<file path="src/rtl/stamp_capture_arbiter_pkg.sv">
// Shared widths and the FIFO entry layout for the stamp capture path.
package stamp_capture_arbiter_pkg;

    localparam int unsigned NUM_QUEUES  = 8;
    localparam int unsigned NUM_PORTS   = NUM_QUEUES / 2;
    localparam int unsigned STAMP_WIDTH = 64;
    localparam int unsigned SRC_WIDTH   = $clog2(NUM_QUEUES);
    localparam int unsigned FIFO_DEPTH  = 4;
    localparam int unsigned DROP_WIDTH  = 32;
    localparam int unsigned DROP_INC_W  = $clog2(NUM_QUEUES + 1);

    // Requester id: rx port p -> p, tx port p -> NUM_PORTS + p.
    typedef logic [SRC_WIDTH-1:0] src_t;

    typedef struct packed {
        src_t                   src;
        logic [STAMP_WIDTH-1:0] data;
    } stamp_entry_t;

    localparam int unsigned ENTRY_WIDTH = $bits(stamp_entry_t);

endpackage

</file>
<file path="src/rtl/stamp_fifo.sv">
// Synchronous first-word-fall-through FIFO; pointers carry an extra wrap bit.
module stamp_fifo #(
    parameter int unsigned WIDTH = 8,
    parameter int unsigned DEPTH = 4
) (
    input  logic             clk,
    input  logic             reset,
    input  logic             push,
    input  logic [WIDTH-1:0] push_data,
    input  logic             pop,
    output logic [WIDTH-1:0] head,
    output logic             empty,
    output logic             full
);

    localparam int unsigned AW = $clog2(DEPTH);
    localparam int unsigned PW = AW + 1;

    logic [WIDTH-1:0] mem [DEPTH];
    logic [PW-1:0]    wr_ptr;
    logic [PW-1:0]    rd_ptr;
    logic             do_push;
    logic             do_pop;

    // Pointer compare: equal -> empty, equal index with differing wrap bit -> full.
    always_comb begin
        empty   = (wr_ptr == rd_ptr);
        full    = (wr_ptr[AW] != rd_ptr[AW]) && (wr_ptr[AW-1:0] == rd_ptr[AW-1:0]);
        do_push = push && !full;
        do_pop  = pop && !empty;
        head    = mem[rd_ptr[AW-1:0]];
    end

    // Storage and pointer update; storage cleared so the head reads zero after reset.
    always_ff @(posedge clk) begin
        if (reset) begin
            wr_ptr <= '0;
            rd_ptr <= '0;
            for (int i = 0; i < int'(DEPTH); i++) begin
                mem[i] <= '0;
            end
        end else begin
            if (do_push) begin
                mem[wr_ptr[AW-1:0]] <= push_data;
                wr_ptr              <= wr_ptr + PW'(1);
            end
            if (do_pop) begin
                rd_ptr <= rd_ptr + PW'(1);
            end
        end
    end

endmodule

</file>
<file path="src/rtl/stamp_capture_arbiter.sv">
// Per-requester timestamp snapshots, round-robin drain into a shared FWFT FIFO.
module stamp_capture_arbiter
    import stamp_capture_arbiter_pkg::*;
(
    input  logic                   clk,
    input  logic                   reset,
    input  logic [NUM_PORTS-1:0]   valid_rx,
    input  logic [NUM_PORTS-1:0]   valid_tx,
    input  logic [STAMP_WIDTH-1:0] counter_val,
    output logic                   stamp_vld,
    input  logic                   stamp_rdy,
    output logic [STAMP_WIDTH-1:0] stamp_data,
    output logic [SRC_WIDTH-1:0]   stamp_src,
    output logic [DROP_WIDTH-1:0]  drop_count,
    input  logic                   drop_clr
);

    logic [NUM_QUEUES-1:0]  req;
    logic [NUM_QUEUES-1:0]  pending;
    logic [NUM_QUEUES-1:0]  pending_nxt;
    logic [NUM_QUEUES-1:0]  grant;
    logic [NUM_QUEUES-1:0]  load;
    logic [NUM_QUEUES-1:0]  drop;
    logic [STAMP_WIDTH-1:0] snap [NUM_QUEUES];
    src_t                   rr_ptr;
    src_t                   grant_id;
    src_t                   scan_idx;
    logic                   grant_any;
    logic                   fifo_full;
    logic                   fifo_empty;
    stamp_entry_t           push_entry;
    stamp_entry_t           head_entry;
    logic [DROP_INC_W-1:0]  drop_inc;
    logic [DROP_WIDTH:0]    drop_sum;
    logic [DROP_WIDTH-1:0]  drop_nxt;

    assign req = {valid_tx, valid_rx};

    // Round-robin search from rr_ptr upward with wrap; no grant while the FIFO is full.
    always_comb begin
        grant_any = 1'b0;
        grant_id  = '0;
        scan_idx  = rr_ptr;
        if (!fifo_full) begin
            for (int k = 0; k < int'(NUM_QUEUES); k++) begin
                scan_idx = rr_ptr + SRC_WIDTH'(k);
                if (!grant_any && pending[scan_idx]) begin
                    grant_any = 1'b1;
                    grant_id  = scan_idx;
                end
            end
        end
        grant = NUM_QUEUES'(grant_any) << grant_id;
    end

    // Slot bookkeeping: a slot being drained this cycle can accept a new snapshot.
    always_comb begin
        load        = req & (~pending | grant);
        drop        = req & pending & ~grant;
        pending_nxt = req | (pending & ~grant);
        drop_inc    = DROP_INC_W'($countones(drop));
        drop_sum    = {1'b0, drop_count} + (DROP_WIDTH + 1)'(drop_inc);
        drop_nxt    = drop_count;
        if (drop_clr) begin
            drop_nxt = DROP_WIDTH'(drop_inc);
        end else if (drop_sum[DROP_WIDTH]) begin
            drop_nxt = '1;
        end else begin
            drop_nxt = drop_sum[DROP_WIDTH-1:0];
        end
        push_entry.src  = grant_id;
        push_entry.data = snap[grant_id];
    end

    // Control state: pending vector, arbiter pointer, saturating drop counter.
    always_ff @(posedge clk) begin
        if (reset) begin
            pending    <= '0;
            rr_ptr     <= '0;
            drop_count <= '0;
        end else begin
            pending    <= pending_nxt;
            drop_count <= drop_nxt;
            if (grant_any) begin
                rr_ptr <= grant_id + SRC_WIDTH'(1);
            end
        end
    end

    // Snapshot registers capture the counter in the request cycle.
    always_ff @(posedge clk) begin
        for (int i = 0; i < int'(NUM_QUEUES); i++) begin
            if (load[i]) begin
                snap[i] <= counter_val;
            end
        end
    end

    stamp_fifo #(
        .WIDTH (ENTRY_WIDTH),
        .DEPTH (FIFO_DEPTH)
    ) u_fifo (
        .clk       (clk),
        .reset     (reset),
        .push      (grant_any),
        .push_data (push_entry),
        .pop       (stamp_rdy),
        .head      (head_entry),
        .empty     (fifo_empty),
        .full      (fifo_full)
    );

    assign stamp_vld  = !fifo_empty;
    assign stamp_data = head_entry.data;
    assign stamp_src  = head_entry.src;

endmodule

</file>
<file path="config.mk">
export PLATFORM = sky130hd
export DESIGN_NAME = stamp_capture_arbiter
export DESIGN_NICKNAME = d
export VERILOG_FILES = /design/src/rtl/stamp_capture_arbiter_pkg.sv /design/src/rtl/stamp_fifo.sv /design/src/rtl/stamp_capture_arbiter.sv
export SDC_FILE = /design/constraint.sdc
export NUM_CORES = 1
export LEC_CHECK = 0
export BUFFER_PORTS_ARGS = -buffer_cell sky130_fd_sc_hd__buf_4
export CORE_ASPECT_RATIO = 1.1
export CORE_UTILIZATION = 50
export CTS_CLUSTER_DIAMETER = 80
export DETAILED_ROUTE_END_ITERATION = 8
export GPL_TIMING_DRIVEN = 0
export PLACE_DENSITY = 0.74
export SLEW_MARGIN = 10
export SYNTH_ARGS = -nofsm -noshare
export SYNTH_HDL_FRONTEND = slang
export SYNTH_SLANG_ARGS = --single-unit
export TNS_END_PERCENT = 50
</file>
<file path="constraint.sdc">
create_clock -name clk -period 13.4 [get_ports clk]
set_input_delay 2.68 -clock clk [delete_from_list [all_inputs] [get_ports clk]]
set_output_delay 2.68 -clock clk [all_outputs]
set_load 0.02 [all_outputs]
</file>
==> run metrics, run 1 <==
outcome=finished, final reports clean; Slowest cell on crit path=fa_1; Critical Path AT=10.73 ns; initial core utilization=50.5%; Setup Buffers After CTS=0; final worst setup slack=3.20 ns; final WL=110000 um; Clock Sinks=just over 800; post-DP HPWL=69200 um; critical-path maximum fanout=10; hold path start=drop_count[30]; RSZ-0062 raised after global routing=no; CP Data Required Time=approximately 14 ns; I/O Buffers=about 170; period utilization=between 70% and 80%; slowest stage delay, CP=roughly 0.58 ns; sequential fraction of the synthesis area=a little under two thirds; Syn Std Cell Area=about 38000 sq um; f_max=roughly 0.098 GHz; worst slew pin tran=1.08 ns; final setup vio count=0; total negative slack=0 ns; depth of the CTS H-tree=3; Total GRT Usage=28.1%; Hold Crit Class=reg2reg; crit-path leading delay family=adder cells; initial antenna violation count=11; pin count of the biggest net entering global routing=between 40 and 50; Clock Tree Buf Depth=3; DRC viols=0; DP Cell Count=3679; Num CTS Buffers=between 80 and 90; met3 usage=5.36%; reg2reg end=drop_count[31]; busiest grt layer=met2; R2R Setup Slk=about 3.2 ns; layout cell share with drive strength beyond 1=25.5%; grt met2 use=a little under half; vias=24700; Iter 0 DRT Violations=2914; number of synthesized flops with an enable pin=780; Final Non-Filler Cells=3836; min Tclk post-route=10.20 ns; final hold vios=0; TritonCTS clock tree=built; endpoint class of the critical path=register; dominant cell type by area after synthesis=edfxtp_1; Die Span Y=292 um; post-detailed-route count of antenna-violating nets=0; vias in the first global route=between 20000 and 30000; Placement Setup Slack=3.29 ns; multi-input logic area=between 10000 and 15000 sq um; post-synthesis cell count=approximately 2500; Yosys top cell area share=61.2%; Area contributors post-synth=edfxtp_1 61%, mux2i_1 8.4%, mux4_2 4.7%; Main synth FF type=edfxtp_1; Worst setup startpoint=rr_ptr[1]; worst path bufs/invs=11; routing usage on met1=about a third; RR Startpoint=rr_ptr[1]; Resized Gates After CTS=0; boundary pin count=176; CTS Root Cell=clkbuf_16; Synth Register Bits=831; Die X=266 um; row count=roughly 110; gr ovfl total=0; Max-cap violations=0; worst clock skew=0.0310 ns; vias per inst=6.43; fraction of registers with async set/reset=0%; Post-CTS Hold Buffers=0; core area=75900 sq um; FF-to-FF path depth=35; drt pass-1 iters=6; Syn. warnings=0; Slew HR=28.1%; clk_lat worst skew=0.66 ns; CP dominant cell by count=inv_1; gpl congestion=0.856; Area Growth Syn to Fin=14.6%; Hold EP=drop_count[30]; Syn Nets=2559; Yosys cell types=76; Slew Limit Fails=0; fin nets=2829; Filler Cells Inserted=about 5800; Synth top cells by count=780 x edfxtp_1, 323 x mux2i_1, 197 x nor3_1; CTS clk-pin slew, worst paths=0.06 ns; routed length per placed instance=roughly 29 um; register area=approximately 24000 sq um; worst hold stages=2; top-count cell post-synth=edfxtp_1; first-pass GRT wire length=159000 um; WS Path Type=reg2reg; Critical Path Start Type=register; die area=between 70000 and 80000 sq um; synthesized area per cell=15.5 sq um
## cell usage in the layout (no fill, tap or decap), types with 11 or more instances in the layout
cell / n
inv_1: 26
o22ai_2: 58
o22a_1: 65
nand2_1: 171
mux2_2: 82
dfxtp_1: 51
buf_2: 77
xnor2_1: 19
clkbuf_1: 67
nor2_1: 41
o221ai_1: 65
clkbuf_16: 84
a21oi_1: 50
a32o_1: 64
nand3_1: 12
nor3_1: 197
clkinv_1: 15
buf_6: 13
ha_1: 12
buf_1: 11
mux4_2: 80
edfxtp_1: 780
mux2_4: 44
clkinv_2: 17
buf_4: 189
mux2i_1: 323
xor2_1: 20
## through the flow
step	hold WS, ns	util (%)	cell area (sq um)
after floorplan	0.479	-	38300
after global placement	0.511	53.9	40900
after detailed placement	0.521	54.4	41300
after CTS	0.532	57.8	43900
after global routing	0.571	57.8	43900
final	0.536	57.9	43900
## kinds of logic (layout without fill, tap and decap cells)
group,after synthesis,count (layout),share of synthesized area (%)
fa+ha+maj,17,17,0.654
buf+inv,198,534,2.59
flops,831,831,63.8
other cells,0,8,0
compound gates,363,363,8.49
mux,540,540,17.6
simple gates,478,478,5.91
xor+xnor,39,39,0.892
## flip-flops by register name, summed over array words and instances (netlist names), named ones only
name and count:
drop_count 32, pending 8, rr_ptr 3, snap 512, u_fifo.mem 268, u_fifo.rd_ptr 3, u_fifo.wr_ptr 3
## layer usage
layer / part of all wire (%) / wire length (um)
met2: 50 / 54300
met4: 5.0 / 5450
met5: 0.051 / 56
met3: 9.7 / 10700
met1: 36 / 39100
## layout make-up
class | count | area share [%]
multi-input cells | 1437 | 29.4
clock inverters | 51 | 1.00
flip-flops and latches | 831 | 55.7
repair buffers | 187 | 3.74
diodes | 8 | 0.0456
clock buffers | 98 | 4.93
inverters | 28 | 0.239
well taps | 1026 | 2.92
plain buffers | 170 | 2.02
## how the worst max path moves through the flow
stage / endpoint / cells after the start / slack, ns
finish: drop_count[31] / 35 / 3.20
global route: drop_count[31] / 35 / 2.64
CTS: drop_count[31] / 35 / 3.24
detailed placement: drop_count[31] / 35 / 3.29
global placement: drop_count[31] / 35 / 3.55
floorplan: drop_count[31] / 35 / 5.11
## tightest hold or removal path, stage by stage (launching register included)
cell and delay, ns:
dfxtp_1 0.33, a21oi_1 0.11, nor3_1 0.05
Power of run 1 is not shown: default switching activity piles up to over one toggle a cycle in this logic, so the estimate is an artifact.
==> inputs of run 2 (changes only) <==
--- a/config.mk
+++ b/config.mk
@@ -11,7 +11,7 @@
 export CTS_CLUSTER_DIAMETER = 80
 export DETAILED_ROUTE_END_ITERATION = 8
 export GPL_TIMING_DRIVEN = 0
-export PLACE_DENSITY = 0.74
+export PLACE_DENSITY = 0.77
 export SLEW_MARGIN = 10
 export SYNTH_ARGS = -nofsm -noshare
 export SYNTH_HDL_FRONTEND = slang
==> constraint.sdc (replaced) <==
create_clock -name clk -period 8.5 [get_ports clk]
set_input_delay 1.7 -clock clk [delete_from_list [all_inputs] [get_ports clk]]
set_output_delay 1.7 -clock clk [all_outputs]
set_load 0.02 [all_outputs]
==> run 2 against run 1 <==
Hold slack got worse by 0.011 ns. Setup slack got worse by 2.9 ns. First-iteration DRC count fell by 0.17%. Global-route usage fell by 0.12 points. Critical path type unchanged. Via count rose by 0.71%. Critical endpoint unchanged. Register-to-register slack got worse by 2.9 ns.
==> run metrics, run 2 (same netlist as run 1, synthesis figures left out) <==
slowest stage delay, CP=0.55 ns (-0.03 ns); fin nets=2847 (+0.64%); Hold Crit Class=reg2reg; pin count of the biggest net entering global routing=39 (-11%); f_max=0.122 GHz (+25%); final hold vios=0 (unchanged); gr ovfl total=0 (unchanged); Slew HR=27.6% (-0.51 points); Num CTS Buffers=79 (-2.5%); max FFs per register=512 (unchanged); initial antenna violation count=11 (unchanged); first-pass GRT wire length=160000 um (+0.11%); Slowest cell on crit path=fa_1; vias in the first global route=25700 (+1.2%); CTS clk-pin slew, worst paths=0.06 ns (about the same); I/O Buffers=174 (unchanged); Critical Path AT=8.72 ns (-2.01 ns); CTS Root Cell=clkbuf_16; Slew Limit Fails=0 (unchanged); initial core utilization=50.5% (unchanged); vias=24900 (+0.71%); boundary pin count=176 (unchanged); Clock Tree Buf Depth=3 (unchanged); Total GRT Usage=27.9% (-0.12 points); Clock Sinks=831 (unchanged); Die Span Y=292 um (unchanged); die area=77700 sq um (unchanged); depth of the CTS H-tree=3 (unchanged); worst slew pin tran=1.09 ns (+0.00769 ns); routed length per placed instance=28.7 um (+0.41%); row count=106 (unchanged); critical-path maximum fanout=10 (unchanged); layout cell share with drive strength beyond 1=26.6% (+1.1 points); gpl congestion=0.872 (+1.9%); worst clock skew=0.0268 ns (-0.00425 ns); drt pass-1 iters=5 (-1); core area=75900 sq um (unchanged); Biggest register=snap; DRC viols=0 (unchanged); final setup vio count=0 (unchanged); clk_lat worst skew=0.64 ns (-0.02 ns); Iter 0 DRT Violations=2909 (-0.17%); outcome=finished, final reports clean; Die X=266 um (unchanged); period utilization=96.3% (+20 points); WS Path Type=reg2reg; vias per inst=6.46 (+0.37%); post-DP HPWL=69300 um (+0.17%); CP Data Required Time=9.04 ns (-4.88 ns); commonest non-fill, non-tap cell in the layout=edfxtp_1; Top Registers=snap x512, u_fifo.mem x268, drop_count x32; endpoint class of the critical path=register; Critical Path Start Type=register; min Tclk post-route=8.19 ns (-2.02 ns); total negative slack=0 ns (unchanged); TritonCTS clock tree=built; Post-CTS Hold Buffers=0 (unchanged); final WL=110000 um (+0.75%); Max-cap violations=0 (unchanged); post-detailed-route count of antenna-violating nets=0 (unchanged); Area Growth Syn to Fin=15.4%; most frequent cells in the layout=780 x edfxtp_1, 323 x mux2i_1, 211 x buf_4
## run 2: cell count changes in the layout (fill, tap and decap cells not counted), sizes merged
cell    delta
bufinv     +1
buf       +18
clkinv     -3
inv        -4
clkbuf     +2
diode      -1
## run 2: per-stage QoR
step	instance area (sq um)	hold slack [ns]	util (%)	setup WS, ns	std cells
floorplan	38300	0.479	-	0.213	2466
global placement	40900	0.509	53.9	-1.56	3666
detailed placement	41200	0.512	54.4	-1.63	3678
CTS	43900	0.521	57.9	0.00179	3827
global route	44200	0.555	58.2	-0.0312	3846
finish	44200	0.525	58.2	0.314	3849
## run 2: layout make-up
| cell class | instances | area, sq um |
|---|---|---|
| clock inverter | 45 | 394 |
| inverter | 28 | 111 |
| multi-input combinational | 1437 | 13100 |
| sequential | 831 | 24500 |
| buffer | 168 | 951 |
| timing repair buffer | 209 | 1790 |
| tap | 1026 | 1280 |
| clock buffer | 98 | 2130 |
| antenna | 7 | 17.5 |
| fill | 5706 | 31700 |
## run 2: repair_timing
action / 4_1_cts / 5_1_grt
pin swaps: 5 / 10
setup buffers: 7 / 16
cloned: 0 / 0
hold endpoints to repair: 0 / 0
resized for setup: 32 / 29
endpoints found under the setup margin: 32 / 32
## run 2: worst paths after layout
path,cells past startpoint,endpoint,start,slack (ns)
max,34,drop_count[31],rr_ptr[0],0.31
min,2,u_fifo.rd_ptr[1],u_fifo.rd_ptr[1],0.53
max reg2reg,34,drop_count[31],rr_ptr[0],0.31
min reg2reg,2,u_fifo.rd_ptr[1],u_fifo.rd_ptr[1],0.53
## run 2: critical path, delay by kind of cell (launching register included)
| kind | cells | cell delay (ns) |
|---|---|---|
| flip-flops | 1 | 0.38 |
| adder cells (fa/ha/maj) | 7 | 2.80 |
| buffers and inverters | 10 | 1.17 |
| AO/OA/AOI/OAI | 8 | 1.41 |
| multiplexers | 2 | 0.82 |
| AND/OR/NAND/NOR | 7 | 1.50 |
## run 2: layer usage
metal  GRT usage, %  part of all wire, %
met1           33.7                   36
met2           47.1                   50
met3           6.02                  9.3
met4           14.6                  4.5
met5              0                0.057
Power of run 2 is left out for the same reason.
